<file path="config.mk">
export PLATFORM = sky130hd
export DESIGN_NAME = mem_arbiter
export DESIGN_NICKNAME = d
export VERILOG_FILES = /design/src/rtl/mem_arbiter_pkg.sv /design/src/rtl/mem_arb_pick.sv /design/src/rtl/mem_arbiter.sv
export SDC_FILE = /design/constraint.sdc
export NUM_CORES = 1
export LEC_CHECK = 0
export BUFFER_PORTS_ARGS = -buffer_cell sky130_fd_sc_hd__clkbuf_2
export CORE_MARGIN = 2
export CORE_UTILIZATION = 33
export CTS_CLUSTER_SIZE = 8
export DETAILED_ROUTE_END_ITERATION = 10
export GPL_TIMING_DRIVEN = 0
export PLACE_DENSITY_LB_ADDON = 0.2
export SYNTH_ARGS = -nofsm -noshare
export SYNTH_HDL_FRONTEND = slang
export SYNTH_SLANG_ARGS = --single-unit
</file>
<file path="constraint.sdc">
create_clock -name clk -period 10.37 [get_ports clk]
set_input_delay 1.037 -clock clk [delete_from_list [all_inputs] [get_ports clk]]
set_output_delay 1.037 -clock clk [all_outputs]
set_load 0.01 [all_outputs]
</file>
<file path="src/rtl/mem_arbiter_pkg.sv">
// Shared types and constants for the two-master memory arbiter.
// Holds the FSM state encoding, access size codes and parameter defaults.
package mem_arbiter_pkg;

  typedef enum logic [1:0] {
    IDLE   = 2'd0,
    GNT_IF = 2'd1,
    GNT_D  = 2'd2,
    RESP   = 2'd3
  } arb_state_e;

  localparam logic [1:0] SZ_B = 2'b00;
  localparam logic [1:0] SZ_H = 2'b01;
  localparam logic [1:0] SZ_W = 2'b10;

  localparam int STARVE_MAX_DEF = 4;
  localparam int TIMEOUT_DEF    = 16;

  // Size code 11 is a word access on the memory side.
  function automatic logic [1:0] norm_size(input logic [1:0] sz);
    logic [1:0] r;
    case (sz)
      SZ_B:    r = SZ_B;
      SZ_H:    r = SZ_H;
      default: r = SZ_W;
    endcase
    return r;
  endfunction

endpackage

</file>
<file path="src/rtl/mem_arb_pick.sv">
// Winner selection between fetch and data requesters, with the starvation
// counter that forces a fetch grant after STARVE_MAX back-to-back data grants.
module mem_arb_pick
  import mem_arbiter_pkg::*;
#(
  parameter int STARVE_MAX = STARVE_MAX_DEF
) (
  input  logic clk,
  input  logic rst,
  input  logic sample_i,
  input  logic if_req_i,
  input  logic d_req_i,
  output logic pick_if_o,
  output logic pick_d_o
);

  localparam int SW = (STARVE_MAX < 1) ? 1 : $clog2(STARVE_MAX + 1);
  localparam logic [SW-1:0] STARVE_LIM = SW'(STARVE_MAX);

  logic [SW-1:0] starve_q;
  logic [SW-1:0] starve_d;

  // Data wins a tie unless the fetch side has waited through STARVE_MAX grants.
  always_comb begin
    pick_if_o = 1'b0;
    pick_d_o  = 1'b0;
    if (d_req_i && if_req_i) begin
      if (starve_q == STARVE_LIM) begin
        pick_if_o = 1'b1;
      end else begin
        pick_d_o = 1'b1;
      end
    end else if (d_req_i) begin
      pick_d_o = 1'b1;
    end else if (if_req_i) begin
      pick_if_o = 1'b1;
    end else begin
      pick_if_o = 1'b0;
      pick_d_o  = 1'b0;
    end
  end

  // Next starvation count; only grants taken in IDLE move it.
  always_comb begin
    starve_d = starve_q;
    if (sample_i && pick_if_o) begin
      starve_d = '0;
    end else if (sample_i && pick_d_o && if_req_i && (starve_q != STARVE_LIM)) begin
      starve_d = starve_q + SW'(1);
    end else begin
      starve_d = starve_q;
    end
  end

  // Starvation counter register.
  always_ff @(posedge clk or posedge rst) begin
    if (rst) begin
      starve_q <= '0;
    end else begin
      starve_q <= starve_d;
    end
  end

endmodule

</file>
<file path="src/rtl/mem_arbiter.sv">
// Arbitrates one shared memory port between an instruction-fetch master and a
// data master; one transaction at a time with a per-transaction timeout.
module mem_arbiter
  import mem_arbiter_pkg::*;
#(
  parameter int STARVE_MAX = STARVE_MAX_DEF,
  parameter int TIMEOUT    = TIMEOUT_DEF
) (
  input  logic        clk,
  input  logic        rst,
  input  logic        if_req,
  input  logic [31:0] if_addr,
  output logic [31:0] if_rdata,
  output logic        if_ack,
  input  logic        d_req,
  input  logic        d_we,
  input  logic [1:0]  d_size,
  input  logic [31:0] d_addr,
  input  logic [31:0] d_wdata,
  output logic [31:0] d_rdata,
  output logic        d_ack,
  output logic        err,
  output logic        m_req,
  output logic        m_we,
  output logic [1:0]  m_size,
  output logic [31:0] m_addr,
  output logic [31:0] m_wdata,
  input  logic [31:0] m_rdata,
  input  logic        m_ready
);

  localparam int WW = $clog2(TIMEOUT + 1);
  localparam logic [WW-1:0] WAIT_LIM = WW'(TIMEOUT);

  arb_state_e    state_q;
  logic [WW-1:0] wait_q;
  logic          m_req_q;
  logic          m_we_q;
  logic [1:0]    m_size_q;
  logic [31:0]   m_addr_q;
  logic [31:0]   m_wdata_q;
  logic [31:0]   if_rdata_q;
  logic [31:0]   d_rdata_q;
  logic          if_ack_q;
  logic          d_ack_q;
  logic          err_q;

  logic          in_idle;
  logic          pick_if;
  logic          pick_d;

  assign in_idle = (state_q == IDLE);

  mem_arb_pick #(
    .STARVE_MAX (STARVE_MAX)
  ) u_pick (
    .clk       (clk),
    .rst       (rst),
    .sample_i  (in_idle),
    .if_req_i  (if_req),
    .d_req_i   (d_req),
    .pick_if_o (pick_if),
    .pick_d_o  (pick_d)
  );

  // Transaction FSM with its wait counter and all registered outputs.
  always_ff @(posedge clk or posedge rst) begin
    if (rst) begin
      state_q    <= IDLE;
      wait_q     <= '0;
      m_req_q    <= 1'b0;
      m_we_q     <= 1'b0;
      m_size_q   <= 2'b00;
      m_addr_q   <= 32'h0000_0000;
      m_wdata_q  <= 32'h0000_0000;
      if_rdata_q <= 32'h0000_0000;
      d_rdata_q  <= 32'h0000_0000;
      if_ack_q   <= 1'b0;
      d_ack_q    <= 1'b0;
      err_q      <= 1'b0;
    end else begin
      case (state_q)
        IDLE: begin
          if_ack_q <= 1'b0;
          d_ack_q  <= 1'b0;
          err_q    <= 1'b0;
          wait_q   <= '0;
          if (pick_d) begin
            state_q   <= GNT_D;
            m_req_q   <= 1'b1;
            m_we_q    <= d_we;
            m_size_q  <= norm_size(d_size);
            m_addr_q  <= d_addr;
            m_wdata_q <= d_wdata;
          end else if (pick_if) begin
            state_q   <= GNT_IF;
            m_req_q   <= 1'b1;
            m_we_q    <= 1'b0;
            m_size_q  <= SZ_W;
            m_addr_q  <= if_addr;
            m_wdata_q <= 32'h0000_0000;
          end else begin
            state_q <= IDLE;
            m_req_q <= 1'b0;
          end
        end
        GNT_IF, GNT_D: begin
          // Completion beats timeout when both land on the same cycle.
          if (m_ready || (wait_q == WAIT_LIM)) begin
            state_q <= RESP;
            m_req_q <= 1'b0;
            err_q   <= ~m_ready;
            if (state_q == GNT_IF) begin
              if_rdata_q <= m_ready ? m_rdata : 32'h0000_0000;
              if_ack_q   <= 1'b1;
            end else begin
              d_rdata_q <= m_ready ? m_rdata : 32'h0000_0000;
              d_ack_q   <= 1'b1;
            end
          end else begin
            wait_q <= wait_q + WW'(1);
          end
        end
        RESP: begin
          state_q  <= IDLE;
          m_req_q  <= 1'b0;
          if_ack_q <= 1'b0;
          d_ack_q  <= 1'b0;
          err_q    <= 1'b0;
          wait_q   <= '0;
        end
        default: begin
          state_q  <= IDLE;
          m_req_q  <= 1'b0;
          if_ack_q <= 1'b0;
          d_ack_q  <= 1'b0;
          err_q    <= 1'b0;
          wait_q   <= '0;
        end
      endcase
    end
  end

  assign m_req    = m_req_q;
  assign m_we     = m_we_q;
  assign m_size   = m_size_q;
  assign m_addr   = m_addr_q;
  assign m_wdata  = m_wdata_q;
  assign if_rdata = if_rdata_q;
  assign d_rdata  = d_rdata_q;
  assign if_ack   = if_ack_q;
  assign d_ack    = d_ack_q;
  assign err      = err_q;

endmodule

</file>
==> impl_metrics.env, run 1 <==
export IMPL_outcome="completed"
export IMPL_htreeDepth=4
export IMPL_gp_congestion=0.786
export IMPL_ys_types=44
export IMPL_cp_max_fo=10
export IMPL_finalClockSkew_ps=9.92
export IMPL_clock_path_buffers=2
export IMPL_final_core_util_pct=46.4
export IMPL_start_kind="flop"
export IMPL_synth_main_ff_cell="dfrtp_1"
export IMPL_seq_area_frac_synth_pct=57.0
export IMPL_num_antenna_cells=0
export IMPL_num_vias=5264
export IMPL_grt_overflow=0
export IMPL_synth_area_leaders="dfrtp_1, mux2i_1, nand2_1"
export IMPL_max_slew_margin_pct=53.3
export IMPL_postCtsSetupRepairBufs=0
export IMPL_portBuffers=269
export IMPL_reg2reg_to="m_addr[18]$_DFFE_PP0P_"
export IMPL_avgViaCountPerCell=4.58
export IMPL_synth_top_cells_by_count="dfrtp_1, nand2_1, inv_1"
export IMPL_grt_usage_pct=17.0
export IMPL_crit_chain="inv_1 -> ha_1 -> buf_2 -> o21ai_1 -> buf_2 -> clkbuf_1 -> nand2_1 -> o211ai_1"
export IMPL_netSwitchingFraction_pct=36.2
export IMPL_core_area_um2=18800
export IMPL_startpoint="state_q[0]$_DFFE_PP0P_"
export IMPL_grt_first_pass_wirelength_um=27400
export IMPL_cts_tree="built"
export IMPL_crit_family="buffers and inverters"
export IMPL_seqPwrFrac_pct=35.6
export IMPL_drtIter0Drc=195
export IMPL_cts_root_buf="clkbuf_16"
export IMPL_synth_nets=733
export IMPL_layout_drive_gt1_share_pct=36.7
export IMPL_grt_pass1_vias=5288
export IMPL_synth_top_area_share_pct=57.0
export IMPL_synth_area_per_cell_um2=10.8
export IMPL_crit_required_ps=10700
export IMPL_cts_sinks=145
export IMPL_path_depth=8
export IMPL_ys_warnings_count=0
export IMPL_setup_viol=0
export IMPL_drv_slew=0
export IMPL_fin_crit_sh_pct=21.0
export IMPL_synth_most_common_cell="dfrtp_1"
export IMPL_async_reset_ff_share_pct=100
export IMPL_slowest_stage="clkbuf_1"
export IMPL_rows=50
export IMPL_place_ws_ps=7720
export IMPL_drtAntennaViolNets=0
export IMPL_crit_top_cell="buf_2"
export IMPL_start_util_pct=33.8
export IMPL_tns_ps=0
export IMPL_nets=1022
export IMPL_first_pass_iters=4
export IMPL_fillers=1785
export IMPL_hold_buffers=0
export IMPL_rsz0062_at_grt="no"
export IMPL_max_freq_mhz=459
export IMPL_ir_drop_v=0.000120
export IMPL_dieArea_um2=20400
export IMPL_grt_antenna_before_repair=0
export IMPL_min_period_ps=2180
export IMPL_synth_top_area_cell="dfrtp_1"
export IMPL_die_x_um=143
export IMPL_syn2layout_area_growth_pct=37.1
export IMPL_worstHoldPathType="flop to flop"
export IMPL_ios=271
export IMPL_place_inst=1118
export IMPL_crit_path_end_kind="flop"
export IMPL_path_class="flop to flop"
export IMPL_layout_setup_ws_ps=8190
export IMPL_clkTransAtPathRegs_ps=60
export IMPL_synth_edf_count=0
export IMPL_cts_resized=0
export IMPL_worst_pin_slew_ps=701
export IMPL_clkLatencyLatePin_ps=410
export IMPL_r2r_setup_slack_ps=8190
export IMPL_dp_hpwl_um=12500
export IMPL_ys_seq_elements=145
export IMPL_r2r_start="state_q[0]$_DFFE_PP0P_"
export IMPL_grt_max_degree=74
export IMPL_routed_wl_um=17100
export IMPL_power_switching_w=0.000966
export IMPL_p_clk_share_pct=25.6
export IMPL_r2r_cells=8
export IMPL_syn_inst=588
export IMPL_wire_per_inst_um=14.9
export IMPL_fin_cells=1149
export IMPL_power_density_nw_per_um2=305
export IMPL_cts_inserted_buffers=17
export IMPL_crit_path_end="m_addr[18]$_DFFE_PP0P_"
export IMPL_drv_cap=0
export IMPL_cpPeakStageDelay_ps=420
export IMPL_die_height_um=143
export IMPL_p_int_w=0.00170
export IMPL_critPathBufInv=4
export IMPL_hold_viol=0
export IMPL_min_from="m_addr[20]$_DFFE_PP0P_"
export IMPL_cp_arrival_ps=2510
export IMPL_drc_errors=0
export IMPL_synthesis_area_um2=6370
export IMPL_combPwrFrac_pct=38.8
export IMPL_p_leak_nw=4.40
-- final cells by class --
cell class | count | area [µm²] | share of cell area (%)
Buffer | 41 | 218 | 2.49
Clock buffer | 19 | 453 | 5.19
Clock inverter | 12 | 204 | 2.34
Inverter | 76 | 290 | 3.32
Multi-Input combinational cell | 326 | 2240 | 25.6
Sequential cell | 145 | 3630 | 41.6
Tap cell | 260 | 325 | 3.73
Timing Repair Buffer | 270 | 1370 | 15.7
-- cells by family (layout without fill, tap and decap cells) --
group,after synthesis,after routing,synth area share (%)
multiplexers,65,65,10.2
flip-flops,145,145,57.0
AO/OA/AOI/OAI,91,91,11.3
buffers and inverters,117,418,7.90
XOR/XNOR,2,2,0.275
AND/OR/NAND/NOR,159,159,11.5
adder cells (fa/ha/maj),9,9,1.77
-- power groups by stage --
stage | clock, W | sequential, W | combinational [W]
3_5_place_dp | 0 | 0.000951 | 0.00106
3_3_place_gp | 0 | 0.000950 | 0.00105
6_report | 0.000682 | 0.000948 | 0.00104
5_1_grt | 0.000726 | 0.000980 | 0.00115
2_1_floorplan | 0 | 0.00105 | 0.000530
4_1_cts | 0.000701 | 0.000947 | 0.00106
-- cells in the final DEF, fill, tap and decap left out, types with 6 or more instances in the layout --
master / count
a22o_1: 34
buf_2: 9
clkbuf_1: 22
clkbuf_16: 17
clkbuf_2: 269
dfrtp_1: 145
ha_1: 9
inv_1: 74
mux2i_1: 64
nand2_1: 103
nand4_1: 33
nor2_1: 6
o211ai_1: 32
-- per-stage QoR --
step	power [W]	hold slack, ps	area, µm²
global placement	0.00200	469	8040
CTS	0.00270	504	8730
detailed placement	0.00201	490	8070
global route	0.00285	508	8730
floorplan	0.00158	475	6370
finish	0.00267	499	8730
-- worst register-to-register path: stages, from the launching register on --
cell and delay [ps]:
dfrtp_1 400, inv_1 100, ha_1 220, buf_2 200
o21ai_1 220, buf_2 340, clkbuf_1 420, nand2_1 120
o211ai_1 90
-- how the worst min path moves through the flow --
stage,end,slack (ps),cells past startpoint
after global placement,m_size[0]$_DFFE_PP0P_,470,2
after detailed placement,m_size[0]$_DFFE_PP0P_,490,2
after floorplan,u_pick.starve_q[1]$_DFFE_PP0P_,480,2
after global routing,m_size[0]$_DFFE_PP0P_,510,2
final,m_addr[20]$_DFFE_PP0P_,500,2
after CTS,d_ack$_DFFE_PP0P_,500,1
-- registers in the layout, indices dropped and copies added (netlist names), 2 cells and up --
register	count
if_rdata	32
u_pick.starve_q	3
m_size	2
m_wdata	32
state_q	2
m_addr	32
wait_q	5
d_rdata	32
-- metal layers --
metal  wire length (µm)  vias to the layer above  GRT usage (%)
li1                   -                     2573              -
met1               7870                     2481           22.3
met4                238                        0           5.47
met2               7810                      195           26.7
met5                  0                        -              0
met3               1200                       15           5.53
No activity file was read; power rests on OpenSTA's default activity.
==> run 2, diff against run 1 <==
==> constraint.sdc (replaced) <==
create_clock -name clk -period 2.2 [get_ports clk]
set_input_delay 0.22 -clock clk [delete_from_list [all_inputs] [get_ports clk]]
set_output_delay 0.22 -clock clk [all_outputs]
set_load 0.01 [all_outputs]
==> run 2 against run 1 <==
Compared with the run above:
- via count is 0.99% higher
- clock power grew to 4.5 times the previous value
- wire length is 0.29% lower
- critical endpoint is now d_rdata[7]$_DFFE_PP0P_
- critical path type unchanged
==> impl_metrics.env, run 2 (synthesized netlist as in run 1, its figures left out) <==
export IMPL_outcome="completed"
export IMPL_ir_drop_v=0.000714
export IMPL_final_common_cell="clkbuf_2"
export IMPL_clkTransAtPathRegs_ps=60
export IMPL_max_slew_margin_pct=66.2
export IMPL_min_from="d_wdata[24]"
export IMPL_worstHoldPathType="input pin to flop"
export IMPL_clkLatencyLatePin_ps=410
export IMPL_grt_first_pass_wirelength_um=28000
export IMPL_hold_viol=0
export IMPL_path_class="flop to flop"
export IMPL_p_leak_nw=4.44
export IMPL_die_x_um=143
export IMPL_num_vias=5316
export IMPL_cp_max_fo=10
export IMPL_fin_crit_sh_pct=91.0
export IMPL_routed_wl_um=17100
export IMPL_reg2reg_to="d_rdata[7]$_DFFE_PP0P_"
export IMPL_finalClockSkew_ps=10.1
export IMPL_htreeDepth=4
export IMPL_rows=50
export IMPL_avgViaCountPerCell=4.59
export IMPL_drtAntennaViolNets=0
export IMPL_worstHoldEndpoint="m_wdata[24]$_DFFE_PP0P_"
export IMPL_crit_required_ps=2520
export IMPL_drtIter0Drc=263
export IMPL_cp_arrival_ps=2320
export IMPL_grt_antenna_before_repair=0
export IMPL_cts_inserted_buffers=17
export IMPL_whs_path_depth=2
export IMPL_grt_overflow=0
export IMPL_die_height_um=143
export IMPL_drv_cap=0
export IMPL_portBuffers=269
export IMPL_place_ws_ps=-55.4
export IMPL_r2r_cells=7
export IMPL_grt_max_degree=39
export IMPL_core_area_um2=18800
export IMPL_start_kind="flop"
export IMPL_drc_errors=0
export IMPL_grt_pass1_vias=5333
export IMPL_mostFrequentLayoutCells="clkbuf_2, dfrtp_1, nand2_1"
export IMPL_power_density_nw_per_um2=1420
export IMPL_start_util_pct=33.8
export IMPL_startpoint="state_q[0]$_DFFE_PP0P_"
export IMPL_max_freq_mhz=500
export IMPL_dp_hpwl_um=12800
export IMPL_drv_slew=0
export IMPL_nets=1029
export IMPL_num_antenna_cells=0
export IMPL_layout_setup_ws_ps=198
export IMPL_r2r_setup_slack_ps=200
export IMPL_crit_path_end_kind="flop"
export IMPL_wire_per_inst_um=14.8
export IMPL_min_period_ps=2000
export IMPL_cts_root_buf="clkbuf_16"
export IMPL_worst_pin_slew_ps=506
export IMPL_syn2layout_area_growth_pct=38.2
export IMPL_first_pass_iters=4
export IMPL_dieArea_um2=20400
export IMPL_layout_drive_gt1_share_pct=37.5
export IMPL_rsz0062_at_grt="no"
export IMPL_grt_usage_pct=17.2
export IMPL_cts_tree="built"
export IMPL_r2r_start="state_q[0]$_DFFE_PP0P_"
export IMPL_setup_viol=0
export IMPL_ios=271
export IMPL_clock_path_buffers=2
export IMPL_gp_congestion=0.777
export IMPL_tns_ps=0
export IMPL_cts_sinks=145
## run 2: changes by cell type in the layout (fill, tap and decap cells not counted), sizes merged
cell | before | now
clkinvlp | 3 | 4
clkinv | 2 | 5
bufinv | 5 | 4
buf | 20 | 24
dlygate4sd3 | 0 | 2
clkbuf | 310 | 309
## run 2: metrics by stage
| stage | power, W | instances | instance area, µm² | hold WS [ps] | util [%] |
|---|---|---|---|---|---|
| 2_1_floorplan | 0.00746 | 588 | 6370 | 353 | - |
| 3_3_place_gp | 0.00941 | 1117 | 8050 | 437 | 42.7 |
| 3_5_place_dp | 0.00948 | 1121 | 8130 | 282 | 43.1 |
| 4_1_cts | 0.0126 | 1154 | 8770 | 1.78 | 46.6 |
| 5_1_grt | 0.0134 | 1157 | 8800 | 6.23 | 46.7 |
| 6_report | 0.0125 | 1157 | 8800 | 22.5 | 46.7 |
## run 2: worst max-delay path by stage
stage / end / slack [ps]
5_1_grt: d_rdata[23]$_DFFE_PP0P_ / 3
6_report: d_rdata[7]$_DFFE_PP0P_ / 200
4_1_cts: d_rdata[9]$_DFFE_PP0P_ / 50
2_1_floorplan: d_ack$_DFFE_PP0P_ / 160
3_5_place_dp: m_addr[21]$_DFFE_PP0P_ / -60
3_3_place_gp: m_addr[15]$_DFFE_PP0P_ / -930
## run 2: layer usage
metal  global-route usage, %  vias up  wire [µm]
li1                        -     2599          -
met1                    23.6     2523       7910
met2                    26.8      184       7890
met3                    4.73       10       1090
met4                    4.48        0        178
met5                       0        -          0
## run 2: critical path, stage by stage (launching register included)
cell,delay (ps)
dfrtp_1,400
inv_1,90
ha_1,410
inv_1,200
a211oi_4,230
buf_4,200
buf_8,170
mux2i_1,210
## run 2: what timing repair did
| item | in CTS | in global routing |
|---|---|---|
| endpoints found under the hold margin | 19 | 1 |
| hold buffers | 1 | 1 |
| resized for setup | 3 | 3 |
| cloned | 0 | 0 |
| buffers inserted | 0 | 2 |
| endpoints found under the setup margin | 20 | 35 |
| pin swaps | 0 | 1 |
## run 2: where the power goes
part	internal [W]	switching [W]
Clock	0.00191	0.00116
Sequential	0.00383	0.000649
Combinational	0.00216	0.00276
Total	0.00790	0.00458
## run 2: cell type report
cell class,count,area (µm²)
Inverter,76,289
Buffer,41,225
Fill cell,1825,10000
Clock buffer,17,425
Sequential cell,145,3630
Tap cell,260,325
Timing Repair Buffer,277,1460
Clock inverter,15,208
Multi-Input combinational cell,326,2240
==> run 3, diff against run 2 <==
--- a/config.mk
+++ b/config.mk
@@ -11,7 +11,7 @@
 export CTS_CLUSTER_SIZE = 8
 export DETAILED_ROUTE_END_ITERATION = 10
 export GPL_TIMING_DRIVEN = 0
-export PLACE_DENSITY_LB_ADDON = 0.2
+export PLACE_DENSITY = 0.71
 export SYNTH_ARGS = -nofsm -noshare
 export SYNTH_HDL_FRONTEND = slang
 export SYNTH_SLANG_ARGS = --single-unit
==> constraint.sdc (replaced) <==
create_clock -name clk -period 1.85 [get_ports clk]
set_input_delay 0.185 -clock clk [delete_from_list [all_inputs] [get_ports clk]]
set_output_delay 0.185 -clock clk [all_outputs]
set_load 0.01 [all_outputs]
==> run 3 against run 2 <==
Compared with the run above:
- sequential power rose by 20%
- power rose by 21%
- global-route usage rose by 0.95 points
- sequential share of layout area fell by 2.3 points
- largest power group unchanged
- register-to-register slack got worse by 80 ps
- flip-flop and latch count did not move
- hold slack got worse by 7.4 ps
- design area rose by 5.9%
- wire length rose by 7.0%
- core utilization rose by 2.8 points
- clock-buffer cell count did not move
- critical path depth rose by 1
==> impl_metrics.env, run 3 (synthesized netlist as in run 1, its figures left out) <==
export IMPL_power_density_nw_per_um2=1620
export IMPL_layout_drive_gt1_share_pct=37.3
export IMPL_crit_top_cell="buf_6"
export IMPL_clock_path_buffers=2
export IMPL_num_vias=5578
export IMPL_grt_max_degree=39
export IMPL_grt_pass1_vias=5808
export IMPL_drtAntennaViolNets=0
export IMPL_grt_overflow=0
export IMPL_max_slew_margin_pct=59.2
export IMPL_worstHoldPathType="input pin to flop"
export IMPL_fin_cells=1202
export IMPL_outcome="completed"
export IMPL_p_leak_nw=4.65
export IMPL_crit_path_end_kind="flop"
export IMPL_cts_sinks=145
export IMPL_max_freq_mhz=577
export IMPL_num_antenna_cells=0
export IMPL_final_common_cell="clkbuf_2"
export IMPL_start_util_pct=33.8
export IMPL_crit_chain="inv_1 -> ha_1 -> nand4bb_1 -> buf_6 -> a211oi_4 -> buf_6 -> buf_12 -> mux2i_1"
export IMPL_clkLatencyLatePin_ps=410
export IMPL_dr_wl_met3_um=1260
export IMPL_clkTransAtPathRegs_ps=60
export IMPL_worst_pin_slew_ps=611
export IMPL_ios=271
export IMPL_ir_drop_v=0.000744
export IMPL_wl_met2_um=8980
export IMPL_hold_viol=0
export IMPL_slowest_stage="dfrtp_1"
export IMPL_routed_wl_um=18300
export IMPL_fin_crit_sh_pct=93.7
export IMPL_drv_slew=0
export IMPL_core_area_um2=18800
export IMPL_avgViaCountPerCell=4.64
export IMPL_start_kind="flop"
export IMPL_finalClockSkew_ps=9.57
export IMPL_cpPeakStageDelay_ps=390
export IMPL_place_inst=1121
export IMPL_top_layer_used="met4"
export IMPL_min_period_ps=1730
export IMPL_syn2layout_area_growth_pct=46.3
export IMPL_crit_required_ps=2180
export IMPL_die_x_um=143
export IMPL_grt_first_pass_wirelength_um=29200
export IMPL_die_height_um=143
export IMPL_drv_cap=0
export IMPL_drt_met1_wl_um=7750
export IMPL_cts_tree="built"
export IMPL_setup_viol=0
export IMPL_drtIter0Drc=192
export IMPL_wire_per_inst_um=15.2
export IMPL_dieArea_um2=20400
export IMPL_path_class="flop to flop"
export IMPL_gp_congestion=0.788
export IMPL_grt_usage_pct=18.1
export IMPL_rows=50
export IMPL_cts_root_buf="clkbuf_16"
export IMPL_dp_hpwl_um=13300
export IMPL_portBuffers=269
export IMPL_grt_antenna_before_repair=0
export IMPL_cp_arrival_ps=2060
export IMPL_cts_inserted_buffers=17
export IMPL_mostFrequentLayoutCells="clkbuf_2, dfrtp_1, nand2_1"
export IMPL_drc_errors=0
export IMPL_cp_max_fo=10
export IMPL_nets=1075
export IMPL_htreeDepth=4
export IMPL_final_core_util_pct=49.5
export IMPL_first_pass_iters=6
[run 3: through the flow]
| step | instance area, µm² | setup slack [ps] | total power [W] | setup TNS [ps] | hold WS (ps) |
|---|---|---|---|---|---|
| global route | 9320 | -5.33 | 0.0162 | -9.38 | 8.12 |
| CTS | 9250 | 4.68 | 0.0152 | 0 | 0.172 |
| global placement | 8050 | -1180 | 0.0111 | -184470 | 403 |
| finish | 9320 | 116 | 0.0151 | 0 | 15.1 |
| detailed placement | 8130 | -387 | 0.0113 | -19700 | 274 |
| floorplan | 6370 | -154 | 0.00887 | -22330 | 318 |
[run 3: final cells by class]
cell class / instances / area, µm²
Buffer: 39 / 256
Tap cell: 260 / 325
Clock inverter: 14 / 181
Timing Repair Buffer: 325 / 1940
Fill cell: 1692 / 9510
Clock buffer: 17 / 425
Multi-Input combinational cell: 326 / 2280
Inverter: 76 / 289
Sequential cell: 145 / 3630
[run 3: layer usage]
metal  global-route usage, %  vias up
li1                        -     2689
met1                    22.4     2646
met2                    30.8      225
met3                    5.06       18
met4                    5.52        0
met5                       0        -
[run 3: what timing repair did]
item	in CTS	in global routing
hold buffers	45	0
pin swaps	1	1
hold endpoints to repair	68	0
endpoints found under the setup margin	126	118
buffers inserted	2	5
gates resized for setup	22	16
[run 3: report_power, final]
| group | switching, W | internal [W] |
|---|---|---|
| registers | 0.000807 | 0.00455 |
| logic | 0.00340 | 0.00279 |
| clock network | 0.00142 | 0.00214 |
| total | 0.00562 | 0.00949 |
[run 3: worst paths after layout]
path / start / end / slack, ps / depth (start not counted)
min in group asynchronous: rst / m_wdata[11]$_DFFE_PP0P_ / 390 / 3
hold reg to reg: m_addr[17]$_DFFE_PP0P_ / m_addr[17]$_DFFE_PP0P_ / 490 / 2
hold / removal: d_wdata[4] / m_wdata[4]$_DFFE_PP0P_ / 20 / 2
setup / recovery: wait_q[0]$_DFFE_PP0P_ / d_rdata[5]$_DFFE_PP0P_ / 120 / 8
setup reg to reg: wait_q[0]$_DFFE_PP0P_ / d_rdata[5]$_DFFE_PP0P_ / 120 / 8
max in group asynchronous: rst / if_rdata[27]$_DFFE_PP0P_ / 420 / 6
[run 3: worst max-delay path, delay by kind of cell (launching register included)]
family	cells	cell delay, ps
multiplexers	1	200
buffers and inverters	4	550
AND/OR/NAND/NOR	1	110
adder cells (fa/ha/maj)	1	160
flip-flops	1	390
AO/OA/AOI/OAI	1	250
